File: src/rtl/bus_cpu_pkg.sv
// Shared types for the bus CPU core: opcodes, FSM states, one-hot bus-source selects.
package bus_cpu_pkg;

   typedef enum logic [2:0] {
      OP_MV  = 3'b000,
      OP_MVI = 3'b001,
      OP_ADD = 3'b010,
      OP_SUB = 3'b011,
      OP_AND = 3'b100,
      OP_OR  = 3'b101,
      OP_XOR = 3'b110,
      OP_ST  = 3'b111
   } op_e;

   typedef enum logic [1:0] {
      S_IDLE,
      S_T1,
      S_T2,
      S_T3
   } state_e;

   // One bit per bus driver so the bus is an AND-OR mux with at most one source active.
   typedef enum logic [3:0] {
      BUS_NONE = 4'b0000,
      BUS_RX   = 4'b0001,
      BUS_RY   = 4'b0010,
      BUS_DIN  = 4'b0100,
      BUS_G    = 4'b1000
   } bus_sel_e;

   function automatic logic is_alu_op(input op_e op);
      return (op != OP_MV) && (op != OP_MVI) && (op != OP_ST);
   endfunction

endpackage

File: src/rtl/bus_cpu_alu.sv
// Combinational ALU for the bus CPU: ADD/SUB with carry-out, bitwise AND/OR/XOR.
module bus_cpu_alu
   import bus_cpu_pkg::*;
#(
   parameter int unsigned DATA_W = 8
) (
   input  op_e               op,
   input  logic [DATA_W-1:0] a,
   input  logic [DATA_W-1:0] b,
   output logic [DATA_W-1:0] y,
   output logic              cout
);

   logic [DATA_W:0] sum;

   always_comb begin
      sum  = '0;
      y    = b;
      cout = 1'b0;
      unique case (op)
         OP_ADD: begin
            sum  = {1'b0, a} + {1'b0, b};
            y    = sum[DATA_W-1:0];
            cout = sum[DATA_W];
         end
         // Subtract as A + ~B + 1 so cout is the no-borrow indication.
         OP_SUB: begin
            sum  = {1'b0, a} + {1'b0, ~b} + (DATA_W+1)'(1);
            y    = sum[DATA_W-1:0];
            cout = sum[DATA_W];
         end
         OP_AND:  y = a & b;
         OP_OR:   y = a | b;
         OP_XOR:  y = a ^ b;
         default: y = b;
      endcase
   end

endmodule

File: src/rtl/bus_cpu_core.sv
// Parametrised single-bus CPU core: register file, A/G accumulators, IDLE/T1/T2/T3 control.
// Optional Z/C flag outputs when CPU_FLAGS_EN is defined.
module bus_cpu_core
   import bus_cpu_pkg::*;
#(
   parameter int unsigned DATA_W   = 8,
   parameter int unsigned NUM_REGS = 4
) (
   input  logic                                clk,
   input  logic                                clr_n,
   input  logic                                w,
   input  logic [3+2*$clog2(NUM_REGS)-1:0]     func,
   input  logic [DATA_W-1:0]                   data_in,
   output logic [DATA_W-1:0]                   data_out,
   output logic                                data_out_valid,
   output logic                                busy,
   output logic                                done
`ifdef CPU_FLAGS_EN
   ,
   output logic                                flag_z,
   output logic                                flag_c
`endif
);

   localparam int unsigned REG_IDX_W = $clog2(NUM_REGS);
   localparam int unsigned FUNC_W    = 3 + 2*REG_IDX_W;

   state_e                state_q, state_d;
   logic [FUNC_W-1:0]     ir_q;
   logic [DATA_W-1:0]     regs_q [NUM_REGS];
   logic [DATA_W-1:0]     a_q, g_q, dout_q;
   logic                  dvalid_q;

   op_e                   op;
   logic [REG_IDX_W-1:0]  rx, ry;
   bus_sel_e              bus_sel;
   logic [DATA_W-1:0]     bus, alu_y;
   logic                  alu_cout;
   logic                  reg_we, a_we, g_we, st_we;

   assign op = op_e'(ir_q[FUNC_W-1 -: 3]);
   assign rx = ir_q[2*REG_IDX_W-1 -: REG_IDX_W];
   assign ry = ir_q[REG_IDX_W-1:0];

   always_ff @(posedge clk or negedge clr_n) begin
      if (!clr_n) state_q <= S_IDLE;
      else        state_q <= state_d;
   end

   always_comb begin
      state_d = state_q;
      unique case (state_q)
         S_IDLE:  if (w) state_d = S_T1;
         S_T1:    state_d = is_alu_op(op) ? S_T2 : S_IDLE;
         S_T2:    state_d = S_T3;
         S_T3:    state_d = S_IDLE;
         default: state_d = S_IDLE;
      endcase
   end

   always_comb begin
      bus_sel = BUS_NONE;
      reg_we  = 1'b0;
      a_we    = 1'b0;
      g_we    = 1'b0;
      st_we   = 1'b0;
      done    = 1'b0;
      busy    = (state_q != S_IDLE);
      unique case (state_q)
         S_T1: begin
            unique case (op)
               OP_MV:   begin bus_sel = BUS_RY;  reg_we = 1'b1; done = 1'b1; end
               OP_MVI:  begin bus_sel = BUS_DIN; reg_we = 1'b1; done = 1'b1; end
               OP_ST:   begin bus_sel = BUS_RX;  st_we  = 1'b1; done = 1'b1; end
               default: begin bus_sel = BUS_RX;  a_we   = 1'b1; end
            endcase
         end
         S_T2: begin bus_sel = BUS_RY; g_we = 1'b1; end
         S_T3: begin bus_sel = BUS_G;  reg_we = 1'b1; done = 1'b1; end
         default: ;
      endcase
   end

   assign bus = ({DATA_W{bus_sel[0]}} & regs_q[rx])
              | ({DATA_W{bus_sel[1]}} & regs_q[ry])
              | ({DATA_W{bus_sel[2]}} & data_in)
              | ({DATA_W{bus_sel[3]}} & g_q);

   bus_cpu_alu #(.DATA_W(DATA_W)) u_alu (
      .op   (op),
      .a    (a_q),
      .b    (bus),
      .y    (alu_y),
      .cout (alu_cout)
   );

   always_ff @(posedge clk or negedge clr_n) begin
      if (!clr_n) begin
         ir_q     <= '0;
         regs_q   <= '{default: '0};
         a_q      <= '0;
         g_q      <= '0;
         dout_q   <= '0;
         dvalid_q <= 1'b0;
      end else begin
         if (state_q == S_IDLE && w) ir_q <= func;
         if (reg_we) regs_q[rx] <= bus;
         if (a_we)   a_q        <= bus;
         if (g_we)   g_q        <= alu_y;
         if (st_we)  dout_q     <= bus;
         dvalid_q <= st_we;
      end
   end

   assign data_out       = dout_q;
   assign data_out_valid = dvalid_q;

`ifdef CPU_FLAGS_EN
   logic flag_z_q, flag_c_q;

   always_ff @(posedge clk or negedge clr_n) begin
      if (!clr_n) begin
         flag_z_q <= 1'b0;
         flag_c_q <= 1'b0;
      end else if (g_we) begin
         flag_z_q <= (alu_y == '0);
         flag_c_q <= alu_cout;
      end
   end

   assign flag_z = flag_z_q;
   assign flag_c = flag_c_q;
`else
   logic cout_unused;
   assign cout_unused = alu_cout;
`endif

endmodule

File: config.mk
export PLATFORM = sky130hd
export DESIGN_NAME = bus_cpu_core
export DESIGN_NICKNAME = d
export VERILOG_FILES = /design/src/rtl/bus_cpu_pkg.sv /design/src/rtl/bus_cpu_alu.sv /design/src/rtl/bus_cpu_core.sv
export SDC_FILE = /design/constraint.sdc
export NUM_CORES = 1
export LEC_CHECK = 0
export ABC_AREA = 1
export CELL_PAD_IN_SITES_DETAIL_PLACEMENT = 1
export CELL_PAD_IN_SITES_GLOBAL_PLACEMENT = 1
export CORE_MARGIN = 4
export CORE_UTILIZATION = 43
export CTS_CLUSTER_SIZE = 16
export DETAILED_ROUTE_END_ITERATION = 7
export GPL_TIMING_DRIVEN = 0
export PLACE_DENSITY_LB_ADDON = 0.1
export SLEW_MARGIN = 20
export SYNTH_ARGS = -nofsm -noshare
export SYNTH_HDL_FRONTEND = slang
export SYNTH_HIERARCHICAL = 1
export SYNTH_SLANG_ARGS = --single-unit
File: constraint.sdc
create_clock -name clk -period 3 [get_ports clk]
set_clock_uncertainty 0.05 [all_clocks]
set_input_delay 0.6 -clock clk [delete_from_list [all_inputs] [get_ports clk]]
set_output_delay 0.6 -clock clk [all_outputs]
set_load 0.1 [all_outputs]
# Word-level counts from Yosys, hierarchy flattened
# Index checks and enable logic that the tools add are counted.
word_totals:
  input_bits: 18
  out_inout_bits: 11
  wordCells: 76
  ff_bits: 66
classes:
  n_mux: 24
  n_addsub: 3
  n_reduce_logical: 10
  n_lt_le_gt_ge: 3
  eq_ne: 13
  bitwise_logic: 13
ops:
  columns: ["operator", "count"]
  rows:
  - ["$and 8x8->8", 5]
  - ["$mux 8", 5]
  - ["$pmux 8 s5", 1]
  - ["$bmux 8 s2", 2]
  - ["$bwmux 32", 1]
  - ["$or 8x8->8", 4]
  - ["$add 8x8->8", 2]
  - ["$demux 8 s2", 1]
  - ["$eq 3x3->1 const B", 4]
  - ["$pmux 4 s3", 1]
  - ["$add 8x1->8 const B", 1]
  - ["$not 8->8", 1]
  - ["$pmux 2 s4", 1]
  - ["$xor 8x8->8", 1]
  - ["$mux 1", 7]
  - ["$eq 3x2->1 const B", 2]
  - ["$ge 3x3->1 const B", 2]
  - ["$not 2->3", 2]
  - ["$pmux 3 s2", 1]
  - ["$eq 2x2->1 const B", 2]
  - ["$logic_and 1x1->1", 4]
  - ["$mux 2", 2]
  - ["$pmux 1 s2", 2]
  - ["$eq 3x1->1 const B", 1]
  - ["11 further kinds", 11]

# Depth between registers and ports, before layout
# Gate-level depths: netlist of run 1.
depth:
  word_depth: 12
  depth_mapped: 23
  ltp_nobuf: 21

# Cells and area by module
# The synthesis of run 1 kept the hierarchy.
by_module_without_submodules:
  columns: ["module", "seq_area_each_um2", "cells_each", "instances", "area_per_inst_um2"]
  rows:
  - ["bus_cpu_core", 1651.6, 495, 1, 3539.6]
  - ["bus_cpu_alu", 0.0, 230, 1, 1305.0]

# Worst setup path after synthesis of run 1
# No wires, ideal clock.
synth_timing:
  path_kind: "register to output"
  startpoint: "reg ir_q[4]"
  endpoint: "out done"
  arrival_ns: 2.936
  required_ns: 2.350
  path_slack_ns: -0.586
  path_buffers: 1
  path_stages_with_launch: 4
  cell_sequence: "dfrtp_1 buf_2 nand3_1 o21ai_0"
synth_between:
  elab_chain_len: 4
  word_cells_on_any_way: 6
  classes_between: "eq/ne (2); mux (2); reduce/logical (2)"
synth_lines:
  columns: ["item", "line", "text"]
  rows:
  - ["from (decl)", "bus_cpu_core.sv:29", "logic [FUNC_W-1:0] ir_q;"]
  - ["from (signal assigned)", "bus_cpu_core.sv:106", "if (state_q == S_IDLE && w) ir_q <= func;"]
  - ["$eq 3x1->1 (tied with other cells)", "bus_cpu_core.sv:71", "unique case (op)"]
  - ["$reduce_or 3->1 (no source line) *", null, null]
  - ["$mux 1 *", "bus_cpu_core.sv:71", null]
  - ["$pmux 1 s2 *", "bus_cpu_core.sv:69", "unique case (state_q)"]
  - ["to (decl)", "bus_cpu_core.sv:17", "output logic done"]
# Mark *: on every way between the ends. The rest lies on a longest branch, timed or not.

# Worst setup path after layout of run 1
layout_timing:
  startpoint: "reg ir_q[0]"
  endpoint: "reg g_q[4]"
layout_between:
  elab_chain_len: 12
  word_cells_on_any_way: 16
  classes_between: "add/sub (3); mux (4); bitwise (9)"
layout_lines:
  columns: ["item", "line", "text"]
  rows:
  - ["$not 2->3 (implied by the code) *", "bus_cpu_core.sv:85", "| ({DATA_W{bus_sel[1]}} & regs_q[ry])"]
  - ["$bmux 8 s2 *", "bus_cpu_core.sv:85", null]
  - ["$mux 8 (implied by the code) * (2 in a row)", "bus_cpu_core.sv:85", null]
  - ["$and 8x8->8 *", "bus_cpu_core.sv:85", null]
  - ["$or 8x8->8 *", "bus_cpu_core.sv:85", null]
  - ["$or 8x8->8 *", "bus_cpu_core.sv:86", "| ({DATA_W{bus_sel[2]}} & data_in)"]
  - ["$or 8x8->8 *", "bus_cpu_core.sv:87", "| ({DATA_W{bus_sel[3]}} & g_q);"]
  - ["named net bus[0]", "bus_cpu_core.sv:37", "logic [DATA_W-1:0] bus, alu_y;"]
  - ["$not 8->8", "bus_cpu_alu.sv:28", "sum = {1'b0, a} + {1'b0, ~b} + (DATA_W+1)'(1);"]
  - ["$add 8x8->8", "bus_cpu_alu.sv:28", null]
  - ["$add 8x1->8", "bus_cpu_alu.sv:28", null]
  - ["$pmux 8 s5 *", "bus_cpu_alu.sv:20", "unique case (op)"]
  - ["named net alu_y[4]", "bus_cpu_core.sv:37", null]
  - ["to (signal assigned)", "bus_cpu_core.sv:109", "if (g_we) g_q <= alu_y;"]
  - ["to (decl)", "bus_cpu_core.sv:31", "logic [DATA_W-1:0] a_q, g_q, dout_q;"]
# Mark *: on every way through the listed nets, which the timed path passes. The rest lies on a longest branch. The select of a mux whose other input is x is not followed.
# A chain may end at the register's enable or synchronous reset.

==> qor.csv, run 1 <==
metric,value,unit
status,"finished, final reports clean",
H-tree depth reported by CTS,3,
CP cell instances,buf_6 > buf_4 > nand2_1 > nand3_1 > nand2_1 > nand2_1 > nand3_4 > ha_4 > inv_2 > fa_2 > inv_2 > nor2_2 > o21ai_2 > nand3_1 > nand3_1 > nand4_1 > mux2_4,
row count,38,
Port-buffer cells,28,
R2R Setup Slk,0.05,ns
Die Area,0.0129,mm²
fin crit period,2.95,ns
WP data required,3.19,ns
DRC errors left,0,
number of antenna diodes,0,
Hold Crit Class,input port to asynchronous set/reset pin,
Clock Path Buffers,2,
final core utilization,56.0,%
WL final,17200,µm
Routed Antenna Nets,0,
"Reg clk slew, reported paths",0.07,ns
total CTS buffers,9,
Slowest cell on crit path,dfrtp_1,
Root Buffer,clkbuf_8,
first-pass GRT wire length,27000,µm
Placer Congestion,0.874,
final hold vios,0,
synthesized instance count,713,
Final period util,98.2,%
Final nets,835,
Setup CP Type,flop to flop,
CORE AREA,0.0108,mm²
max-cap violations,0,
worst slew pin tran,0.979,ns
layout cells sized above 1,20.4,%
Final Max Slew Viols,0,
total clock sinks,66,
vias post-DR,4930,
grt ovf,0,
Final Setup Violations,0,
Area Growth Syn to Fin,27.0,%
worst-path fanout max,10,
# hold bufs at CTS,0,
"Avg Cell Area, Syn",6.70,µm²
latest clock arrival within the worst-skew pair,0.35,ns
Max-slew headroom,34.5,%
die width,113,µm
GRT Util Overall,27.1,%
CP endpoint kind,flop,
Syn Nets,757,
pin count of the biggest net entering global routing,44,
fmax,339,MHz
CTS tree,yes,
Post-Synthesis Cell Area,0.00478,mm²
DIE HEIGHT,113,µm
DR vias/cell,5.27,
DRT Pass-1 Iters,6,
"Arr. time, crit path",3.14,ns
# IOs,29,
yosys warns,6,
crit-path max cell delay,0.38,ns
Routed WL per cell,18.4,µm
vias in the first global route,5167,
initial DRC count,352,
initial antenna violation count,1,
HPWL Detailed,11800,µm
Starting Density,44.1,%
Setup crit start kind,flop,
[critical path: cells and delay by family, from the launching register on]
kind                     cells  cell delay [ns]
AND/OR/NAND/NOR              9             0.97
adder cells (fa/ha/maj)      2             0.52
buffers and inverters        4             0.44
flip-flops                   1             0.38
multiplexers                 1             0.34
AO/OA/AOI/OAI                1             0.14
[state kept, by name (all words and copies together) (netlist names), named ones only]
register,count
g_q,8
ir_q,7
regs_q,32
data_out,8
data_out_valid,1
a_q,8
state_q,1
[through the flow]
step	setup TNS [ns]	cell area [µm²]	hold slack [ns]	worst slack [ns]	std cells
after floorplan	0	4780	0.254	0.169	713
after global routing	-0.0648	6070	0.109	-0.0207	935
final	0	6070	0.100	0.0528	935
after detailed placement	-3.33	5250	0.422	-0.585	882
after global placement	-71.19	5230	0.415	-1.05	881
after CTS	-0.00433	5690	0.101	-0.00433	908
[cells in the final DEF, fill, tap and decap left out, types with 2 or more instances in the layout]
| cell type | instances |
|---|---|
| bufinv_16 | 2 |
| nor3_4 | 2 |
| nor2_1 | 19 |
| clkinvlp_4 | 3 |
| ha_1 | 18 |
| clkdlybuf4s50_1 | 26 |
| mux2_4 | 2 |
| buf_4 | 40 |
| inv_2 | 20 |
| o21ai_1 | 4 |
| buf_12 | 3 |
| nor2_2 | 2 |
| clkbuf_1 | 2 |
| nand3_1 | 41 |
| o21ai_2 | 2 |
| buf_2 | 3 |
| mux2_2 | 8 |
| ha_4 | 5 |
| nand3_2 | 6 |
| inv_4 | 2 |
| nand2_1 | 349 |
| nor2_8 | 2 |
| o22ai_1 | 3 |
| nand4_1 | 17 |
| dfrtp_1 | 61 |
| nor3_2 | 2 |
| buf_6 | 10 |
| a21oi_2 | 3 |
| inv_1 | 74 |
| a21oi_1 | 10 |
| clkbuf_8 | 9 |
| nor2_4 | 7 |
| nand2_2 | 5 |
| dfrtp_2 | 5 |
| nand3_4 | 7 |
| fa_2 | 2 |
[final cells by class]
type / instances / area (µm²)
clock inverter: 5 / 80.1
sequential: 66 / 1660
inverter: 99 / 393
buffer: 16 / 155
clock buffer: 10 / 128
multi-input combinational: 530 / 2870
fill: 1422 / 4770
tap: 140 / 175
timing repair buffer: 69 / 612
[per-layer routing]
| metal | share of wire, % | global-route usage, % | vias up |
|---|---|---|---|
| li1 | - | - | 2355 |
| met5 | 0.064 | 0 | - |
| met1 | 45 | 35.7 | 2420 |
| met4 | 2.6 | 8.65 | 2 |
| met3 | 4.1 | 4.99 | 35 |
| met2 | 48 | 45.2 | 118 |
[path summary, 6_finish.rpt]
kind | startpoint | depth (start not counted) | end
setup / recovery | ir_q[0] | 17 | g_q[4]
hold / removal | clr_n | 1 | state_q[0]
setup reg to reg | ir_q[0] | 17 | g_q[4]
hold reg to reg | data_out[4] | 2 | data_out[4]
max in group asynchronous | clr_n | 2 | regs_q[10]
min in group clk | data_out[4] | 2 | data_out[4]
[repair_timing]
action                     4_1_cts  5_1_grt
cloned                           0        1
pin swaps                        8       19
buffers inserted                12       28
setup endpoints to repair        8        7
gates resized for setup         40       52
Power of run 1 is left out: the tool's default activity adds up to more than one toggle a clock period on the data nets, which glitch-free logic cannot reach.
==> run 2: changes to the inputs <==
--- a/config.mk
+++ b/config.mk
@@ -7,4 +7,5 @@
 export LEC_CHECK = 0
 export ABC_AREA = 1
+export CAP_MARGIN = 5
 export CELL_PAD_IN_SITES_DETAIL_PLACEMENT = 1
 export CELL_PAD_IN_SITES_GLOBAL_PLACEMENT = 1
==> constraint.sdc (replaced) <==
create_clock -name clk -period 3 [get_ports clk]
set_clock_uncertainty 0.05 [all_clocks]
set_input_delay 0.75 -clock clk [delete_from_list [all_inputs] [get_ports clk]]
set_output_delay 0.75 -clock clk [all_outputs]
set_load 0.1 [all_outputs]
==> run 2 against run 1 <==
Compared with the run above: via count grew 0.51%; die area is the same; largest cell class unchanged; register-to-register slack is essentially flat; critical endpoint is now g_q[6]; clock-buffer cell count is the same; sequential share of layout area shrank 0.19 points; sequential cell count is the same.
==> qor.csv, run 2 (synthesized netlist as in run 1, its figures left out) <==
metric,value,unit,change
status,"finished, final reports clean",,unchanged
fin cells,937,,was 935
total CTS buffers,9,,unchanged
grt ovf,0,,unchanged
final hold vios,0,,unchanged
pin count of the biggest net entering global routing,44,,unchanged
Routed Antenna Nets,0,,unchanged
Fillers,1407,,was 1422
row count,38,,unchanged
# IOs,29,,unchanged
"Arr. time, crit path",3.14,ns,about the same
Setup crit start kind,input port,,was flop
most frequent CP cell,nand4_1,,
WP buf/inv,6,,was 4
Root Buffer,clkbuf_8,,unchanged
Routed WL per cell,18.5,µm,was 18.4 µm
DP Cell Count,882,,unchanged
DRT Pass-1 Iters,5,,was 6
worst slew pin tran,0.979,ns,about the same
initial DRC count,326,,was 352
CTS tree,yes,,unchanged
Reg with most FFs,regs_q,,unchanged
Port-buffer cells,28,,unchanged
CP endpoint kind,flop,,unchanged
total clock sinks,66,,unchanged
layout cells sized above 1,21.0,%,was 20.4%
Clock Path Buffers,2,,unchanged
Max-slew headroom,34.5,%,about the same
"Reg clk slew, reported paths",0.08,ns,was 0.07 ns
Final Max Slew Viols,0,,unchanged
DIE HEIGHT,113,µm,unchanged
vias post-DR,4955,,was 4930
WP data required,3.19,ns,about the same
Placer Congestion,0.874,,unchanged
max-cap violations,0,,unchanged
DR vias/cell,5.29,,was 5.27
Final Setup Violations,0,,unchanged
max reg flops,32,,unchanged
die width,113,µm,unchanged
initial antenna violation count,1,,unchanged
fmax,339,MHz,about the same
crit-path max cell delay,0.49,ns,was 0.38 ns
GRT Util Overall,26.9,%,was 27.1%
Setup CP Type,input port to flop,,was flop to flop
latest clock arrival within the worst-skew pair,0.35,ns,about the same
Area Growth Syn to Fin,27.9,%,was 27.0%
Starting Density,44.1,%,unchanged
CP cell instances,clkdlybuf4s50_1 > nand4_1 > nand2_1 > inv_1 > nand3_4 > inv_1 > ha_1 > buf_6 > inv_1 > nand4_1 > buf_4 > nand4_1 > nand3_1 > nand4_1 > mux2_2,,was buf_6 > buf_4 > nand2_1 > nand3_1 > nand2_1 > nand2_1 > nand3_4 > ha_4 > inv_2 > fa_2 > inv_2 > nor2_2 > o21ai_2 > nand3_1 > nand3_1 > nand4_1 > mux2_4
WL final,17300,µm,was 17200 µm
Slowest cell on crit path,clkdlybuf4s50_1,,was dfrtp_1
Final period util,98.4,%,was 98.2%
CORE AREA,0.0108,mm²,unchanged
"leading cell types in the layout, fill and taps excluded","348 x nand2_1, 74 x inv_1, 61 x dfrtp_1",,"was 349 x nand2_1, 74 x inv_1, 61 x dfrtp_1"
Final nets,837,,was 835
H-tree depth reported by CTS,3,,unchanged
# hold bufs at CTS,0,,unchanged
number of antenna diodes,0,,unchanged
fin crit period,2.95,ns,about the same
HPWL Detailed,11800,µm,unchanged
Die Area,0.0129,mm²,unchanged
family with the most delay on the worst path,buffers and inverters,,was simple AND/OR/NAND/NOR gates
worst-path fanout max,10,,unchanged
DRC errors left,0,,unchanged
first-pass GRT wire length,27000,µm,about the same
vias in the first global route,5139,,was 5167
Hold Crit Class,input port to asynchronous set/reset pin,,unchanged
"leading cell type in the layout, fill and taps excluded",nand2_1,,unchanged
==> run 2: worst paths after layout <==
kind | from | to | slack, ns | depth (start not counted)
worst min register to register | data_out[4] | data_out[4] | 0.44 | 2
worst max-delay path | data_in[3] | g_q[6] | 0.05 | 15
min in group clk | data_out[4] | data_out[4] | 0.44 | 2
worst min-delay path | clr_n | ir_q[5] | 0.25 | 1
worst max register to register | flop | g_q[4] | 0.06 | 16
max in group asynchronous | clr_n | regs_q[10] | 2.07 | 2
==> run 2: through the flow <==
| stage | TNS [ns] | utilization (%) | hold WS [ns] | instance area (µm²) | setup slack (ns) |
|---|---|---|---|---|---|
| floorplan | 0 | - | 0.404 | 4780 | 0.0193 |
| global placement | -81.89 | 48.3 | 0.415 | 5230 | -1.20 |
| detailed placement | -4.02 | 48.4 | 0.422 | 5250 | -0.716 |
| CTS | -0.0708 | 52.3 | 0.251 | 5670 | -0.0708 |
| global route | -0.159 | 56.3 | 0.256 | 6110 | -0.0518 |
| finish | 0 | 56.3 | 0.253 | 6110 | 0.0489 |
==> run 2: per-layer routing <==
| layer | global-route usage (%) | vias up | part of all wire, % |
|---|---|---|---|
| met5 | 0 | - | 0.063 |
| met4 | 8.73 | 2 | 2.2 |
| met3 | 5.09 | 29 | 5.4 |
| met2 | 44.5 | 131 | 48 |
| met1 | 35.7 | 2439 | 44 |
| li1 | - | 2354 | - |
==> run 2: timing repair <==
action,CTS,global route
gates resized for setup,39,61
buffers inserted,10,32
endpoints found under the setup margin,8,8
pin swaps,6,23
==> run 2: worst register-to-register path, stage by stage (launching register included) <==
cell     delay, ns
dfrtp_2       0.45
nor2_4        0.22
inv_4         0.09
nor2_8        0.17
buf_6         0.14
nand2_2       0.07
nand3_4       0.12
ha_4          0.16
inv_4         0.04
fa_2          0.36
inv_2         0.07
nor2_2        0.04
o21ai_2       0.15
nand3_1       0.09
nand3_1       0.07
nand4_1       0.22
mux2_4        0.34
==> run 2: area by class of cell <==
| cell class | instances | area, µm² | share of cell area (%) |
|---|---|---|---|
| plain buffers | 17 | 170 | 2.79 |
| inverters | 99 | 405 | 6.64 |
| multi-input cells | 530 | 2860 | 46.9 |
| clock inverters | 5 | 80.1 | 1.31 |
| flip-flops and latches | 66 | 1660 | 27.1 |
| repair buffers | 70 | 629 | 10.3 |
| well taps | 140 | 175 | 2.87 |
| clock buffers | 10 | 128 | 2.09 |
Power of run 2 is left out for the same reason.
==> run 3: changes to the inputs <==
CORE_MARGIN = 2   (was 4)
==> run 3 against run 2 <==
Compared with the run above: the flow now finishes with violations (negative setup slack); core utilization increased by 0.44 points; cell area is 0.78% higher; hold slack lost 0.051 ns; non-clock buffer count increased by 5; die area fell by 6.9%; critical path depth unchanged; sequential cell count unchanged; highest routed layer is now met4.
==> qor.csv, run 3 (synthesized netlist as in run 1, its figures left out) <==
metric,value,unit,change
pin count of the biggest net entering global routing,50,,was 44
initial DRC count,273,,was 326
CORE AREA,0.0108,mm²,unchanged
Clock Path Buffers,2,,unchanged
WP data required,3.21,ns,was 3.19 ns
vias in the first global route,4878,,was 5139
worst-path fanout max,4,,was 10
row count,38,,unchanged
Setup CP Type,input port to flop,,unchanged
"Arr. time, crit path",3.24,ns,was 3.14 ns
H-tree depth reported by CTS,3,,unchanged
Final WS setup,-0.0259,ns,was 0.0489 ns
first-pass GRT wire length,25600,µm,was 27000 µm
DRC errors left,0,,unchanged
Hold Crit Class,input port to asynchronous set/reset pin,,unchanged
DP Cell Count,882,,unchanged
fin cells,943,,was 937
"worst slack, placed",-0.567,ns,was -0.716 ns
most frequent CP cell,inv_2,,was nand4_1
fmax,330,MHz,was 339 MHz
Die Area,0.0120,mm²,was 0.0129 mm²
CP cell instances,clkdlybuf4s50_1 > nand4_1 > nand2_1 > inv_2 > nand3_4 > ha_4 > inv_2 > fa_2 > inv_2 > nor2_1 > o21ai_1 > nand3_1 > nand3_1 > nand4_1 > mux2_4,,was clkdlybuf4s50_1 > nand4_1 > nand2_1 > inv_1 > nand3_4 > inv_1 > ha_1 > buf_6 > inv_1 > nand4_1 > buf_4 > nand4_1 > nand3_1 > nand4_1 > mux2_2
Final nets,842,,was 837
Routed WL per cell,19.1,µm,was 18.5 µm
max-cap violations,0,,unchanged
die width,109,µm,was 113 µm
R2R Setup Slk,0.01,ns,was 0.06 ns
HPWL Detailed,11400,µm,was 11800 µm
Port-buffer cells,28,,unchanged
final hold vios,0,,unchanged
layout cells sized above 1,20.7,%,was 21.0%
# IOs,29,,unchanged
initial antenna violation count,0,,was 1
number of antenna diodes,0,,unchanged
# hold bufs at CTS,0,,unchanged
Placer Congestion,0.901,,was 0.874
Root Buffer,clkbuf_8,,unchanged
Final Setup Violations,2,,was 0
fin crit period,3.03,ns,was 2.95 ns
Routed Antenna Nets,0,,unchanged
vias post-DR,5034,,was 4955
Setup crit start kind,input port,,unchanged
Max-slew headroom,34.3,%,was 34.5%
crit-path max cell delay,0.47,ns,was 0.49 ns
max reg flops,32,,unchanged
Final period util,101,%,was 98.4%
Area Growth Syn to Fin,28.9,%,was 27.9%
grt ovf,0,,unchanged
Reg with most FFs,regs_q,,unchanged
total CTS buffers,9,,unchanged
DR vias/cell,5.34,,was 5.29
Starting Density,44.1,%,unchanged
"Reg clk slew, reported paths",0.08,ns,about the same
DIE HEIGHT,109,µm,was 113 µm
RSZ-0062 raised after global routing,yes,,
DRT Pass-1 Iters,5,,unchanged
Final Max Slew Viols,0,,unchanged
worst slew pin tran,0.982,ns,was 0.979 ns
CTS tree,yes,,unchanged
CP endpoint kind,flop,,unchanged
Hold WS,0.201,ns,was 0.253 ns
WL final,18000,µm,was 17300 µm
"leading cell types in the layout, fill and taps excluded","347 x nand2_1, 75 x inv_1, 62 x dfrtp_1",,"was 348 x nand2_1, 74 x inv_1, 61 x dfrtp_1"
failing checks,negative setup slack,,
latest clock arrival within the worst-skew pair,0.37,ns,was 0.35 ns
total clock sinks,66,,unchanged
"leading cell type in the layout, fill and taps excluded",nand2_1,,unchanged
Fillers,1414,,was 1407
GRT Util Overall,28.7,%,was 26.9%
status,"finished, violations left",,"was finished, final reports clean"
Slowest cell on crit path,clkdlybuf4s50_1,,unchanged
-- run 3: worst paths after layout --
kind / from / end / cells past startpoint
setup / recovery: data_in[0] / g_q[4] / 15
hold / removal: clr_n / ir_q[5] / 1
setup reg to reg: state_q[0] / g_q[4] / 17
hold reg to reg: data_out[5] / data_out[5] / 2
max in group asynchronous: clr_n / data_out[1] / 2
min in group clk: data_out[5] / data_out[5] / 2
-- run 3: worst max-delay path: cells and delay by family --
kind,cells,cell delay (ns)
buffers and inverters,4,0.67
AND/OR/NAND/NOR,7,0.78
AO/OA/AOI/OAI,1,0.18
multiplexers,1,0.32
adder cells (fa/ha/maj),2,0.52
-- run 3: final cells by class --
cell class | instances | area [µm²] | share of cell area, %
clock buffers | 10 | 128 | 2.07
clock inverters | 6 | 105 | 1.71
flip-flops and latches | 66 | 1660 | 26.9
inverters | 99 | 397 | 6.44
multi-input cells | 530 | 2840 | 46.1
well taps | 140 | 175 | 2.85
plain buffers | 17 | 174 | 2.83
repair buffers | 75 | 683 | 11.1
-- run 3: timing repair --
action,CTS,global route
pin swaps,8,24
gates resized for setup,33,59
buffers inserted,12,32
setup endpoints to repair,8,7
gates cloned,0,2
-- run 3: stage by stage --
step | instance area (µm²) | utilization [%] | TNS, ns
after global placement | 5230 | 48.3 | -80.97
after CTS | 5700 | 52.6 | -0.0809
after detailed placement | 5260 | 48.5 | -3.51
final | 6160 | 56.8 | -0.0378
after global routing | 6160 | 56.8 | -0.501
after floorplan | 4780 | - | 0
-- run 3: per-layer routing --
metal / vias up / track usage [%] / part of all wire [%]
met5: - / 0 / 0
met2: 125 / 45.5 / 48
met1: 2506 / 38.6 / 44
met3: 35 / 5.28 / 5.1
met4: 0 / 11.4 / 2.6
li1: 2368 / - / -
Power of run 3 is left out for the same reason.
